--- src/rtl/echo_pkg.sv ---
// Shared definitions for the ultrasonic echo responder and its sensor driver:
// default timing constants, state encodings and the jitter LFSR step.
package echo_pkg;

  // Default timing at a 50 MHz clock
  localparam int unsigned TRIG_MIN_CYC_DEF = 500;      // 10 us minimum trigger
  localparam int unsigned BURST_CYC_DEF    = 10000;    // 200 us burst
  localparam int unsigned CYC_PER_MM_DEF   = 291;      // round trip at 343 m/s
  localparam int unsigned MAX_MM_DEF       = 4000;     // largest in-range distance
  localparam int unsigned TIMEOUT_CYC_DEF  = 1900000;  // 38 ms out-of-range echo
  localparam int unsigned HOLDOFF_CYC_DEF  = 500;      // dead time after echo

  // Datapath widths
  localparam int unsigned MM_W    = 12;
  localparam int unsigned WIDTH_W = 22;  // holds 4095*291 and the timeout plus jitter

  // FSM state encodings
  typedef logic [2:0] state_t;
  localparam logic [2:0] ST_IDLE    = 3'd0;
  localparam logic [2:0] ST_TRIG    = 3'd1;
  localparam logic [2:0] ST_BURST   = 3'd2;
  localparam logic [2:0] ST_ECHO    = 3'd3;
  localparam logic [2:0] ST_HOLDOFF = 3'd4;

  // 8-bit maximal-length Fibonacci LFSR (taps 8,6,5,4)
  function automatic logic [7:0] lfsr8_next(input logic [7:0] s);
    return {s[6:0], s[7] ^ s[5] ^ s[4] ^ s[3]};
  endfunction

endpackage

--- src/rtl/echo_responder_if.sv ---
// Interfaces of the echo responder:
//   echo_width_if     - request/result bus between the FSM and the width calculator
//   echo_responder_if - sensor-side signal bundle (driver vs responder view)
interface echo_width_if;
  import echo_pkg::*;

  logic               latch;    // capture distance (accepted trigger)
  logic [MM_W-1:0]    dist_mm;  // live distance input
  logic [WIDTH_W-1:0] width;    // echo width for the captured distance

  modport master (output latch, output dist_mm, input  width);
  modport slave  (input  latch, input  dist_mm, output width);
endinterface


--- src/rtl/echo_width_calc.sv ---
// Echo width calculator: captures the distance on an accepted trigger, range
// checks it, multiplies by clocks-per-mm and falls back to the timeout width.
// With ECHO_JITTER_EN defined, adds 0-15 clocks from an 8-bit LFSR that is
// stepped once per accepted trigger.
module echo_width_calc
  import echo_pkg::*;
#(
  parameter int unsigned CYC_PER_MM  = CYC_PER_MM_DEF,
  parameter int unsigned MAX_MM      = MAX_MM_DEF,
  parameter int unsigned TIMEOUT_CYC = TIMEOUT_CYC_DEF
) (
  input  logic         clk,
  input  logic         rst,
  echo_width_if.slave  wif
);

  logic [MM_W-1:0]    mm_q, mm_d;
  logic [WIDTH_W-1:0] width_q, width_d;
  logic [WIDTH_W-1:0] prod;
  logic [WIDTH_W-1:0] base;
  logic               in_range;
`ifdef ECHO_JITTER_EN
  logic [7:0]         lfsr_q, lfsr_d;
  logic [3:0]         jit_q, jit_d;
`endif

  // Range check, multiply and optional jitter on the captured distance
  always_comb begin
    mm_d     = wif.latch ? wif.dist_mm : mm_q;
    in_range = (mm_q != '0) && (32'(mm_q) <= MAX_MM);
    prod     = WIDTH_W'(mm_q) * WIDTH_W'(CYC_PER_MM);
    base     = in_range ? prod : WIDTH_W'(TIMEOUT_CYC);
`ifdef ECHO_JITTER_EN
    lfsr_d   = wif.latch ? lfsr8_next(lfsr_q) : lfsr_q;
    jit_d    = wif.latch ? lfsr_q[3:0] : jit_q;
    width_d  = base + WIDTH_W'(jit_q);
`else
    width_d  = base;
`endif
  end

  // Captured distance and registered width; the burst phase covers the latency
  always_ff @(posedge clk or posedge rst) begin
    if (rst) begin
      mm_q    <= '0;
      width_q <= '0;
`ifdef ECHO_JITTER_EN
      lfsr_q  <= 8'hA5;
      jit_q   <= '0;
`endif
    end else begin
      mm_q    <= mm_d;
      width_q <= width_d;
`ifdef ECHO_JITTER_EN
      lfsr_q  <= lfsr_d;
      jit_q   <= jit_d;
`endif
    end
  end

  assign wif.width = width_q;

endmodule

--- src/rtl/echo_responder.sv ---
// Ultrasonic sensor emulator: synchronizes the trigger, validates its width,
// waits out the burst, then drives an echo pulse whose width encodes dist_mm.
// Optional feature: ECHO_JITTER_EN adds 0-15 clocks of LFSR jitter per echo.
module echo_responder
  import echo_pkg::*;
#(
  parameter int unsigned TRIG_MIN_CYC = TRIG_MIN_CYC_DEF,
  parameter int unsigned BURST_CYC    = BURST_CYC_DEF,
  parameter int unsigned CYC_PER_MM   = CYC_PER_MM_DEF,
  parameter int unsigned MAX_MM       = MAX_MM_DEF,
  parameter int unsigned TIMEOUT_CYC  = TIMEOUT_CYC_DEF,
  parameter int unsigned HOLDOFF_CYC  = HOLDOFF_CYC_DEF
) (
  input  logic        clk_50M,
  input  logic        reset,
  input  logic        trigger_in,
  input  logic [11:0] dist_mm,
  output logic        echo_tx,
  output logic        busy,
  output logic        trig_err,
  output logic [2:0]  state
);

  logic               sync1_q, sync1_d;
  logic               trig_s_q, trig_s_d;
  logic [1:0]         sync_vld_q, sync_vld_d;
  logic               armed_q, armed_d;
  state_t             state_q, state_d;
  logic [WIDTH_W-1:0] cnt_q, cnt_d, cnt_inc;
  logic               echo_q, echo_d;
  logic               err_q, err_d;
  logic               latch;

  echo_width_if wif ();

  assign wif.latch   = latch;
  assign wif.dist_mm = dist_mm;

  echo_width_calc #(
    .CYC_PER_MM  (CYC_PER_MM),
    .MAX_MM      (MAX_MM),
    .TIMEOUT_CYC (TIMEOUT_CYC)
  ) u_width_calc (
    .clk (clk_50M),
    .rst (reset),
    .wif (wif)
  );

  // Two-flop trigger synchronizer; sync_vld marks when trig_s carries real
  // samples after reset, so a trigger held through reset is never mistaken
  // for a fresh low level.
  always_comb begin
    sync1_d    = trigger_in;
    trig_s_d   = sync1_q;
    sync_vld_d = {sync_vld_q[0], 1'b1};
  end

  // Trigger validation, burst delay, echo timing and holdoff sequencing
  always_comb begin
    state_d = state_q;
    cnt_d   = cnt_q;
    echo_d  = echo_q;
    err_d   = 1'b0;
    armed_d = armed_q;
    latch   = 1'b0;
    cnt_inc = cnt_q + 1'b1;

    if (state_q == ST_IDLE && sync_vld_q[1] && !trig_s_q)
      armed_d = 1'b1;

    case (state_q)
      ST_IDLE: begin
        if (armed_q && trig_s_q) begin
          state_d = ST_TRIG;
          cnt_d   = WIDTH_W'(1);
        end
      end
      ST_TRIG: begin
        if (trig_s_q) begin
          if (cnt_q < WIDTH_W'(TRIG_MIN_CYC))
            cnt_d = cnt_inc;
        end else if (cnt_q >= WIDTH_W'(TRIG_MIN_CYC)) begin
          state_d = ST_BURST;
          cnt_d   = '0;
          latch   = 1'b1;
        end else begin
          state_d = ST_IDLE;
          cnt_d   = '0;
          err_d   = 1'b1;
        end
      end
      ST_BURST: begin
        if (cnt_inc >= WIDTH_W'(BURST_CYC)) begin
          state_d = ST_ECHO;
          cnt_d   = '0;
          echo_d  = 1'b1;
        end else begin
          cnt_d = cnt_inc;
        end
      end
      ST_ECHO: begin
        if (cnt_inc >= wif.width) begin
          state_d = ST_HOLDOFF;
          cnt_d   = '0;
          echo_d  = 1'b0;
        end else begin
          cnt_d = cnt_inc;
        end
      end
      ST_HOLDOFF: begin
        // Dead time elapsed: leave only once the trigger line is idle
        if (cnt_inc >= WIDTH_W'(HOLDOFF_CYC)) begin
          if (!trig_s_q) begin
            state_d = ST_IDLE;
            cnt_d   = '0;
          end
        end else begin
          cnt_d = cnt_inc;
        end
      end
      default: begin
        state_d = ST_IDLE;
        cnt_d   = '0;
        echo_d  = 1'b0;
      end
    endcase
  end

  // State, counter, synchronizer and output registers
  always_ff @(posedge clk_50M or posedge reset) begin
    if (reset) begin
      sync1_q    <= 1'b0;
      trig_s_q   <= 1'b0;
      sync_vld_q <= '0;
      armed_q    <= 1'b0;
      state_q    <= ST_IDLE;
      cnt_q      <= '0;
      echo_q     <= 1'b0;
      err_q      <= 1'b0;
    end else begin
      sync1_q    <= sync1_d;
      trig_s_q   <= trig_s_d;
      sync_vld_q <= sync_vld_d;
      armed_q    <= armed_d;
      state_q    <= state_d;
      cnt_q      <= cnt_d;
      echo_q     <= echo_d;
      err_q      <= err_d;
    end
  end

  assign echo_tx  = echo_q;
  assign trig_err = err_q;
  assign state    = state_q;
  assign busy     = (state_q != ST_IDLE);

endmodule

--- config.mk ---
export PLATFORM = sky130hd
export DESIGN_NAME = echo_responder
export DESIGN_NICKNAME = d
export VERILOG_FILES = /design/src/rtl/echo_pkg.sv /design/src/rtl/echo_responder_if.sv /design/src/rtl/echo_width_calc.sv /design/src/rtl/echo_responder.sv
export SDC_FILE = /design/constraint.sdc
export NUM_CORES = 1
export LEC_CHECK = 0
export ABC_AREA = 1
export ABC_CLOCK_PERIOD_IN_PS = 4300
export BUFFER_PORTS_ARGS = -buffer_cell sky130_fd_sc_hd__buf_2
export CORE_MARGIN = 5
export CORE_UTILIZATION = 65
export CTS_BUF_LIST = sky130_fd_sc_hd__clkbuf_8
export CTS_CLUSTER_DIAMETER = 30
export DETAILED_ROUTE_END_ITERATION = 10
export GPL_TIMING_DRIVEN = 0
export PLACE_DENSITY = 0.81
export SLEW_MARGIN = 20
export SYNTH_ARGS = -nofsm -noshare
export SYNTH_HDL_FRONTEND = slang
export SYNTH_SLANG_ARGS = --single-unit
--- constraint.sdc ---
create_clock -name clk_50M -period 4.3 [get_ports clk_50M]
set_input_delay 0.215 -clock clk_50M [delete_from_list [all_inputs] [get_ports clk_50M]]
set_output_delay 0.215 -clock clk_50M [all_outputs]
set_load 0.005 [all_outputs]
==> results.json, run 1 <==
{
  "cts.sinks": 65,
  "vdd_drop_max_mv": 0.181,
  "worstPathRequired_ps": 4530,
  "cp-start-kind": "register",
  "drc": 0,
  "drv_cap": 0,
  "pwr-share-clk_pct": 23.9,
  "cts.htree.levels": 3,
  "combPwrFrac_pct": 41.6,
  "worstPathMaxFanout": 5,
  "synth_cells": 782,
  "fin_util_pct": 71.8,
  "clk_pin_slew_ps": 70,
  "wl_um": 12900,
  "post-dp-hpwl_um": 10300,
  "n_antenna_cell": 0,
  "tns_ps": 0,
  "grt_overflow": 0,
  "drtIter0Drc": 188,
  "grt_pass1_vias": 5263,
  "layout_common_cells": "nand2_1 (191), inv_1 (141), ha_1 (94), nor2_1 (81), dfrtp_1 (65)",
  "drive_gt1_share_pct": 9.39,
  "hold_viol": 0,
  "p_leak_nw": 3.60,
  "vias_per_cell": 5.45,
  "dr.pass1.iters": 5,
  "post_drt_wl_per_cell_um": 13.9,
  "p_int_mw": 1.36,
  "power_frac_seq_pct": 34.6,
  "placed_area_sq_um": 6010,
  "place.gp.congestion": 0.961,
  "die_h_um": 104,
  "fp.dieW_um": 104,
  "antenna_found_initial": 0,
  "track_usage_pct": 25.4,
  "maxSlewHeadroom_pct": 56.9,
  "worstPathArrival_ps": 4160,
  "port_buffers": 20,
  "synth.net_count": 904,
  "avgSynthCellArea_sq_um": 7.35,
  "hp-class": "in -> reg",
  "swShare_pct": 39.0,
  "via_count": 5062,
  "tightest_slew_ps": 640,
  "powerDensity_nw_per_um2": 357,
  "cts-buffers-inserted": 9,
  "clk_path_buf_depth": 2,
  "rows": 34,
  "skew_ps": 11.1,
  "post-route-period-util_pct": 91.4,
  "synth_cell_type_count": 33,
  "syn_to_final_growth_pct": 8.36,
  "final_common_cell": "nand2_1",
  "io_pins": 21,
  "drv_slew": 0,
  "critPathKind": "reg -> reg",
  "synth-seq-cells": 65,
  "start_util_pct": 66.2,
  "antenna_left": 0,
  "p_switching_uw": 866,
  "netlist_area_sq_um": 5750,
  "setup_viol": 0,
  "place_ws_ps": 354,
  "fin_ws_ps": 371,
  "fmax_ghz": 0.255,
  "synth_flop_cell": "dfrtp_1",
  "nFillCells": 690,
  "finalNetCount": 938,
  "rsz0062_at_grt": "false",
  "insertion_delay_ps": 350,
  "grt_max_degree": 54,
  "synth-edff-count": 0,
  "cts_tree": "done",
  "status": "complete, no violations",
  "grt_pass1_wl_um": 22800,
  "cts_root_buf": "clkbuf_8",
  "end_kind": "register",
  "core-area_sq_um": 8680,
  "fin_crit_ps": 3930,
  "synth-seq-area-share_pct": 28.3,
  "ys_warn_count": 0,
  "die_area_sq_um": 10800,
  "ys_async_sr_fraction_pct": 100,
  "final_area_sq_um": 6230
}
==> worst max-delay path, stage by stage (launching register included) <==
cell      delay (ps)
dfrtp_1          450
inv_1            120
ha_1             300
ha_1             290
inv_1             70
fa_1             430
fa_1             540
inv_1             40
ha_1             320
a21oi_1          160
o21a_1           120
nand2_1           80
a21boi_1         240
o21ai_0          140
nand2_1           70
inv_1             70
a21oi_1          170
nor2_1            60
nor2_1            80
nand2_1           50
==> Yosys cell counts (2+ instances only) <==
cell | count | area share (%)
nor2_1 | 81 | 5.3
dfrtp_1 | 65 | 28
nand2_2 | 9 | 0.98
nor3_1 | 7 | 0.61
buf_6 | 3 | 0.59
or2_2 | 7 | 0.76
nand3b_1 | 4 | 0.52
buf_2 | 4 | 0.35
nand3_1 | 55 | 4.8
xor2_1 | 4 | 0.61
o21bai_1 | 5 | 0.65
a31o_2 | 2 | 0.30
o21a_1 | 2 | 0.26
nand2_1 | 191 | 12
a21oi_1 | 41 | 3.6
nand4_1 | 10 | 1.1
nor4_1 | 2 | 0.22
nor2_2 | 7 | 0.76
clkbuf_1 | 3 | 0.20
inv_2 | 4 | 0.26
ha_1 | 94 | 20
o211ai_1 | 4 | 0.52
fa_1 | 13 | 4.5
o21ai_0 | 14 | 1.2
inv_1 | 141 | 9.2
nor2_4 | 3 | 0.59
==> state kept, by name (all words and copies together) (netlist names), 2 cells and up <==
| name | flops |
|---|---|
| state | 3 |
| u_width_calc.wif.width | 21 |
| u_width_calc.mm_q | 12 |
| sync_vld_q | 2 |
| cnt_q | 22 |
==> repair_timing <==
item                                    CTS  global route
hold buffers                              2             0
setup buffers                             0             0
hold endpoints to repair                 13             0
endpoints found under the setup margin    0             1
resized for setup                         0             1
==> final timing paths <==
check / slack, ps / cells after the start / start / endpoint
hold / removal: 120 / 3 / dist_mm[5] / u_width_calc.mm_q[5]
setup / recovery: 370 / 19 / u_width_calc.mm_q[9] / u_width_calc.wif.width[18]
setup reg to reg: 370 / 19 / u_width_calc.mm_q[9] / u_width_calc.wif.width[18]
max in group asynchronous: 3450 / 4 / reset / cnt_q[8]
hold reg to reg: 350 / 0 / sync_vld_q[0] / sync_vld_q[1]
min in group asynchronous: 340 / 3 / reset / u_width_calc.mm_q[8]
==> area by class of cell <==
cell class | count | area (sq um) | share of cell area [%]
Multi-Input combinational cell | 561 | 3500 | 56.3
Sequential cell | 65 | 1630 | 26.1
Inverter | 145 | 547 | 8.78
Clock buffer | 11 | 151 | 2.43
Timing Repair Buffer | 23 | 148 | 2.37
Tap cell | 108 | 135 | 2.17
Buffer | 11 | 72.6 | 1.17
Clock inverter | 4 | 43.8 | 0.703
==> power groups by stage <==
stage | clock [mW] | sequential [mW] | combinational (mW)
finish | 0.530 | 0.768 | 0.923
global placement | 0 | 0.777 | 0.841
global route | 0.564 | 0.783 | 1.06
detailed placement | 0 | 0.780 | 0.900
floorplan | 0 | 0.762 | 0.691
CTS | 0.538 | 0.768 | 0.918
==> per-layer routing <==
layer	vias to the layer above	track usage [%]	share of wire [%]
li1	2538	-	-
met1	2343	29.5	41
met2	145	45.9	51
met3	36	4.47	4.3
met4	0	9.99	3.2
met5	-	0	0
==> per-stage QoR <==
stage / hold slack, ps / power [mW] / instances
2_1_floorplan: 246 / 1.45 / 782
3_3_place_gp: 323 / 1.62 / 910
3_5_place_dp: 154 / 1.68 / 911
4_1_cts: 109 / 2.22 / 928
5_1_grt: 130 / 2.40 / 928
6_report: 118 / 2.22 / 928
==> cell families (layout without fill, tap and decap cells) <==
logic type	count (synthesis)	after routing	share of synthesized area, %
DFF	65	65	28.3
buffers and inverters	156	194	10.7
other	1	1	0.0652
AOI/OAI and AO/OA	70	70	6.79
and+or+nand+nor	378	378	28.4
adders and majority gates	107	107	25.0
xor gates and xnor gates	5	5	0.762
(Power assumes the default switching activity.)
==> inputs of run 2 (changes only) <==
--- a/config.mk
+++ b/config.mk
@@ -8,8 +8,10 @@
 export ABC_AREA = 1
 export ABC_CLOCK_PERIOD_IN_PS = 4300
 export BUFFER_PORTS_ARGS = -buffer_cell sky130_fd_sc_hd__buf_2
+export CELL_PAD_IN_SITES_DETAIL_PLACEMENT = 0
+export CELL_PAD_IN_SITES_GLOBAL_PLACEMENT = 1
 export CORE_MARGIN = 5
-export CORE_UTILIZATION = 65
+export CORE_UTILIZATION = 48
 export CTS_BUF_LIST = sky130_fd_sc_hd__clkbuf_8
 export CTS_CLUSTER_DIAMETER = 30
 export DETAILED_ROUTE_END_ITERATION = 10
==> results.json, run 2 (synthesized netlist as in run 1, its figures left out) <==
{
  "status": "complete, no violations",
  "grt_max_degree": 52,
  "drc": 0,
  "cts.htree.levels": 3,
  "track_usage_pct": 19.5,
  "powerDensity_nw_per_um2": 354,
  "insertion_delay_ps": 380,
  "antenna_found_initial": 0,
  "dr.pass1.iters": 4,
  "die_h_um": 119,
  "place.gp.congestion": 0.886,
  "critPathKind": "reg -> reg",
  "post-route-period-util_pct": 93.7,
  "grt_overflow": 0,
  "layout_common_cells": "nand2_1 (191), inv_1 (140), ha_1 (94), nor2_1 (81), dfrtp_1 (65)",
  "hp-class": "in -> reg",
  "hold_viol": 0,
  "via_count": 4813,
  "cts-buffers-inserted": 9,
  "antenna_left": 0,
  "clk_path_buf_depth": 2,
  "rows": 40,
  "core-area_sq_um": 11900,
  "fp.dieW_um": 119,
  "cp-start-kind": "register",
  "worstPathMaxFanout": 6,
  "drv_cap": 0,
  "worstPathRequired_ps": 4560,
  "cts_root_buf": "clkbuf_8",
  "final_common_cell": "nand2_1",
  "clk_pin_slew_ps": 80,
  "wl_um": 12800,
  "io_pins": 21,
  "port_buffers": 20,
  "die_area_sq_um": 14300,
  "cts_tree": "done",
  "syn_to_final_growth_pct": 9.36,
  "fmax_ghz": 0.248,
  "p_leak_nw": 3.59,
  "end_kind": "register",
  "total_power_mw": 2.22,
  "maxSlewHeadroom_pct": 54.1,
  "regMostFlops": "cnt_q",
  "n_antenna_cell": 0,
  "vdd_drop_max_mv": 0.159,
  "drive_gt1_share_pct": 9.62,
  "post_drt_wl_per_cell_um": 13.3,
  "tns_ps": 0,
  "path_delay_family": "adder cells",
  "critPathMaxStageDelay_ps": 500,
  "post_cts_buffers": 0,
  "fin_crit_ps": 4030,
  "drtIter0Drc": 219,
  "skew_ps": 11.9,
  "cts.sinks": 65,
  "grt_pass1_vias": 4812,
  "worst-path-buf-inv": 2,
  "post-dp-hpwl_um": 10600,
  "drv_slew": 0,
  "rsz0062_at_grt": "false",
  "tightest_slew_ps": 682,
  "start_util_pct": 48.5,
  "grt_pass1_wl_um": 22300,
  "worstPathArrival_ps": 4290,
  "setup_viol": 0,
  "largest_reg_flops": 22,
  "cp_slowest_cell": "fa_1",
  "vias_per_cell": 4.97,
  "finalNetCount": 938,
  "path_cells": "inv_1 > ha_1 > ha_1 > fa_1 > fa_1 > ha_1 > a21oi_1 > o21a_1 > nand2_1 > a21boi_0 > o21ai_0 > nand2_1 > inv_1 > a21oi_1 > nor2_1 > nor2_1 > nand2_1"
}
run 2: cell types whose count changed in the layout (fill, tap and decap cells not counted):
cell	change
inv_6	+1
clkinv_2	-1
clkinvlp_4	+3
a21boi_0	+1
a21boi_1	-1
clkbuf_8	-1
inv_1	-1
run 2: final cells by class:
cell class | instances | area [sq um]
Multi-Input combinational cell | 561 | 3500
Clock inverter | 6 | 66.3
Timing Repair Buffer | 23 | 148
Buffer | 11 | 72.6
Tap cell | 147 | 184
Inverter | 145 | 547
Clock buffer | 10 | 138
Sequential cell | 65 | 1630
Fill cell | 1185 | 5580
run 2: final timing paths:
check | start | cells past startpoint | slack, ps | endpoint
worst max-delay path | u_width_calc.mm_q[10] | 17 | 270 | u_width_calc.wif.width[18]
worst min-delay path | dist_mm[11] | 3 | 90 | u_width_calc.mm_q[11]
worst max register to register | u_width_calc.mm_q[10] | 17 | 270 | u_width_calc.wif.width[18]
worst min register to register | sync_vld_q[0] | 0 | 360 | sync_vld_q[1]
max in group asynchronous | reset | 4 | 3480 | u_width_calc.mm_q[8]
min in group asynchronous | reset | 3 | 300 | cnt_q[8]
run 2: layer usage:
layer | up-vias | track usage [%] | part of all wire (%) | wire [um]
met3 | 28 | 2.99 | 2.2 | 279
li1 | 2536 | - | - | -
met5 | - | 0 | 0 | 0
met1 | 2198 | 23.8 | 45 | 5820
met2 | 51 | 34.1 | 50 | 6390
met4 | 0 | 8.45 | 2.7 | 343
run 2: what timing repair did:
action	in CTS	in global routing
endpoints found under the hold margin	15	0
setup endpoints to repair	0	0
resized for setup	0	0
hold buffers	2	0
run 2: stage by stage:
| step | instances | hold WS, ps | area [sq um] | setup slack (ps) | util, % |
|---|---|---|---|---|---|
| after floorplan | 782 | 246 | 5750 | 729 | - |
| after global placement | 949 | 323 | 6030 | 362 | 50.9 |
| after detailed placement | 950 | 164 | 6060 | 285 | 51.1 |
| after CTS | 968 | 74.1 | 6290 | 242 | 53.0 |
| after global routing | 968 | 80.9 | 6290 | 16.0 | 53.0 |
| final | 968 | 88.7 | 6290 | 271 | 53.0 |
run 2: worst min-delay path, delay by kind of cell:
kind / cells / cell delay, ps
compound gates: 1 / 100
buf+inv: 1 / 80
simple gates: 1 / 30
run 2: power breakdown:
group / total (mW) / switching (mW) / internal [mW] / leakage, nW
clock: 0.558 / 0.274 / 0.284 / 0.0949
sequential: 0.775 / 0.0688 / 0.706 / 0.814
combinational: 0.890 / 0.539 / 0.351 / 2.68
total: 2.22 / 0.882 / 1.34 / 3.59
==> inputs of run 3 (changes only) <==
--- a/config.mk
+++ b/config.mk
@@ -5,18 +5,18 @@
 export SDC_FILE = /design/constraint.sdc
 export NUM_CORES = 1
 export LEC_CHECK = 0
-export ABC_AREA = 1
+export ABC_AREA = 0
 export ABC_CLOCK_PERIOD_IN_PS = 4300
 export BUFFER_PORTS_ARGS = -buffer_cell sky130_fd_sc_hd__buf_2
 export CELL_PAD_IN_SITES_DETAIL_PLACEMENT = 0
 export CELL_PAD_IN_SITES_GLOBAL_PLACEMENT = 1
 export CORE_MARGIN = 5
-export CORE_UTILIZATION = 48
+export CORE_UTILIZATION = 51
 export CTS_BUF_LIST = sky130_fd_sc_hd__clkbuf_8
 export CTS_CLUSTER_DIAMETER = 30
 export DETAILED_ROUTE_END_ITERATION = 10
 export GPL_TIMING_DRIVEN = 0
-export PLACE_DENSITY = 0.81
+export PLACE_DENSITY = 0.82
 export SLEW_MARGIN = 20
 export SYNTH_ARGS = -nofsm -noshare
 export SYNTH_HDL_FRONTEND = slang
==> results.json, run 3 <==
{
  "setup_viol": 0,
  "multi_input_area_sq_um": 3830,
  "cts_tree": "done",
  "cts.htree.levels": 3,
  "maxSlewHeadroom_pct": 55.0,
  "finalNetCount": 811,
  "vias_per_cell": 5.62,
  "pwr-share-clk_pct": 27.0,
  "grt_pass1_wl_um": 23200,
  "clk_path_buf_depth": 2,
  "largest_reg_flops": 22,
  "p_leak_nw": 3.28,
  "antenna_left": 0,
  "grt_overflow": 0,
  "regMostFlops": "cnt_q",
  "grt_max_degree": 53,
  "die_h_um": 117,
  "worstPathMaxFanout": 8,
  "yosys.area.top_type": "dfrtp_1",
  "layout_common_cells": "ha_1 (94), inv_1 (79), nand2_1 (68), dfrtp_1 (62), nor2_1 (38)",
  "skew_ps": 9.09,
  "combPwrFrac_pct": 41.1,
  "worstPathRequired_ps": 4520,
  "die_area_sq_um": 13700,
  "syn_to_final_growth_pct": 10.6,
  "wl_um": 13600,
  "tightest_slew_ps": 675,
  "n_antenna_cell": 0,
  "cts-buffers-inserted": 9,
  "drtIter0Drc": 201,
  "ff_latch_area_sq_um": 1630,
  "synth-seq-cells": 65,
  "p_switching_uw": 902,
  "synth_flop_cell": "dfrtp_1",
  "nFillCells": 1045,
  "place.gp.congestion": 0.900,
  "status": "complete, no violations",
  "total_power_mw": 2.42,
  "synth_cells": 654,
  "yosysMostFrequentCell": "ha_1",
  "whs_ps": 81.8,
  "layoutNonFillerInstCount": 837,
  "synth_top_area_share_pct": 27.8,
  "fmax_ghz": 0.240,
  "via_count": 4701,
  "rows": 39,
  "synth-edff-count": 0,
  "cp-start-kind": "register",
  "dr.pass1.iters": 4,
  "cts.sinks": 65,
  "hp-class": "in -> reg",
  "post-dp-hpwl_um": 10600,
  "hold_viol": 0,
  "placed_area_sq_um": 6160,
  "p_int_mw": 1.52,
  "final_area_sq_um": 6470,
  "swShare_pct": 37.3,
  "drv_cap": 0,
  "synthTopCellsByCount": "ha_1 (94), inv_1 (79), nand2_1 (68), dfrtp_1 (65), nor2_1 (38)",
  "netlist_area_sq_um": 5850,
  "vdd_drop_max_mv": 0.195,
  "synth_cell_type_count": 67,
  "port_buffers": 20,
  "fin_crit_ps": 4160,
  "powerDensity_nw_per_um2": 374,
  "ys_warn_count": 0,
  "antenna_found_initial": 0,
  "drc": 0,
  "io_pins": 21,
  "fp.dieW_um": 117,
  "grt_pass1_vias": 4754,
  "dp_cells": 818,
  "end_kind": "register",
  "ys_async_sr_fraction_pct": 100,
  "critPathKind": "reg -> reg",
  "post-route-period-util_pct": 96.8,
  "power_frac_seq_pct": 31.9,
  "drive_gt1_share_pct": 12.4,
  "insertion_delay_ps": 360,
  "cts_root_buf": "clkbuf_8",
  "start_util_pct": 51.7,
  "drv_slew": 0,
  "core-area_sq_um": 11300,
  "final_common_cell": "ha_1",
  "track_usage_pct": 21.7,
  "synth.net_count": 776,
  "avgSynthCellArea_sq_um": 8.94,
  "synth-seq-area-share_pct": 27.8,
  "clk_pin_slew_ps": 70,
  "post_drt_wl_per_cell_um": 16.3,
  "worstPathArrival_ps": 4390,
  "synth_area_leaders": "dfrtp_1 (28%), ha_1 (20%), inv_1 (5.1%), fa_1 (4.4%), nand2_1 (4.4%)"
}
## run 3: area by class of cell
cell class              count  area share [%]
plain buffers              28            2.09
clock buffers              10            2.13
clock inverters             6            1.64
inverters                  79            4.62
multi-input cells         482            59.2
flip-flops and latches     65            25.2
well taps                 143            2.77
repair buffers             24            2.40
## run 3: kinds of logic after synthesis
family,synth area share [%]
adders and majority gates,24.6
xor gates and xnor gates,4.58
muxes,3.85
buffers and inverters,7.38
AOI/OAI and AO/OA,12.9
DFF,27.8
and+or+nand+nor,18.9
other,0.0641
## run 3: final timing paths
kind / startpoint / endpoint / slack [ps] / cells past startpoint
hold reg to reg: sync1_q / trig_s_q / 350 / 0
setup / recovery: u_width_calc.mm_q[5] / u_width_calc.wif.width[18] / 140 / 16
hold / removal: dist_mm[0] / u_width_calc.mm_q[0] / 80 / 2
setup reg to reg: u_width_calc.mm_q[5] / u_width_calc.wif.width[18] / 140 / 16
max in group asynchronous: reset / cnt_q[0] / 3430 / 4
min in group asynchronous: reset / cnt_q[8] / 330 / 3
## run 3: worst max-delay path, cell delays in order, from the launching register on
cell and delay (ps):
dfrtp_2 480, ha_1 320, ha_1 300, ha_1 270, inv_1 50, fa_1 520, inv_1 40, ha_1 330
a21o_1 170, a21oi_1 210, o21ai_0 160, a2111oi_2 370, buf_4 180, o31ai_2 90, o41ai_2 270, xor2_1 180
nand2_1 70
## run 3: routing by layer
layer | GRT usage, % | vias up | routed length, um
li1 | - | 2353 | -
met1 | 27.0 | 2237 | 6150
met2 | 37.6 | 89 | 6760
met3 | 3.96 | 22 | 456
met4 | 8.03 | 0 | 284
met5 | 0 | - | 0
## run 3: timing repair
item,4_1_cts,5_1_grt
setup buffers,0,1
hold endpoints to repair,14,0
resized for setup,3,8
hold buffers,2,0
setup endpoints to repair,4,26
pin swaps,1,1
## run 3: power groups by stage
stage	combinational, mW	clock (mW)	sequential [mW]
after floorplan	0.742	0	0.764
after global placement	0.933	0	0.781
after detailed placement	0.963	0	0.782
after CTS	0.983	0.673	0.770
after global routing	1.15	0.695	0.782
final	0.994	0.654	0.772
## run 3: metrics by stage
stage          setup slack [ps]  util (%)  setup TNS, ps
6_report                    137      57.2              0
2_1_floorplan               303         -              0
3_3_place_gp               -286      54.1           -549
4_1_cts                    13.6      56.8              0
5_1_grt                   -75.3      57.2           -111
3_5_place_dp               -249      54.4           -433
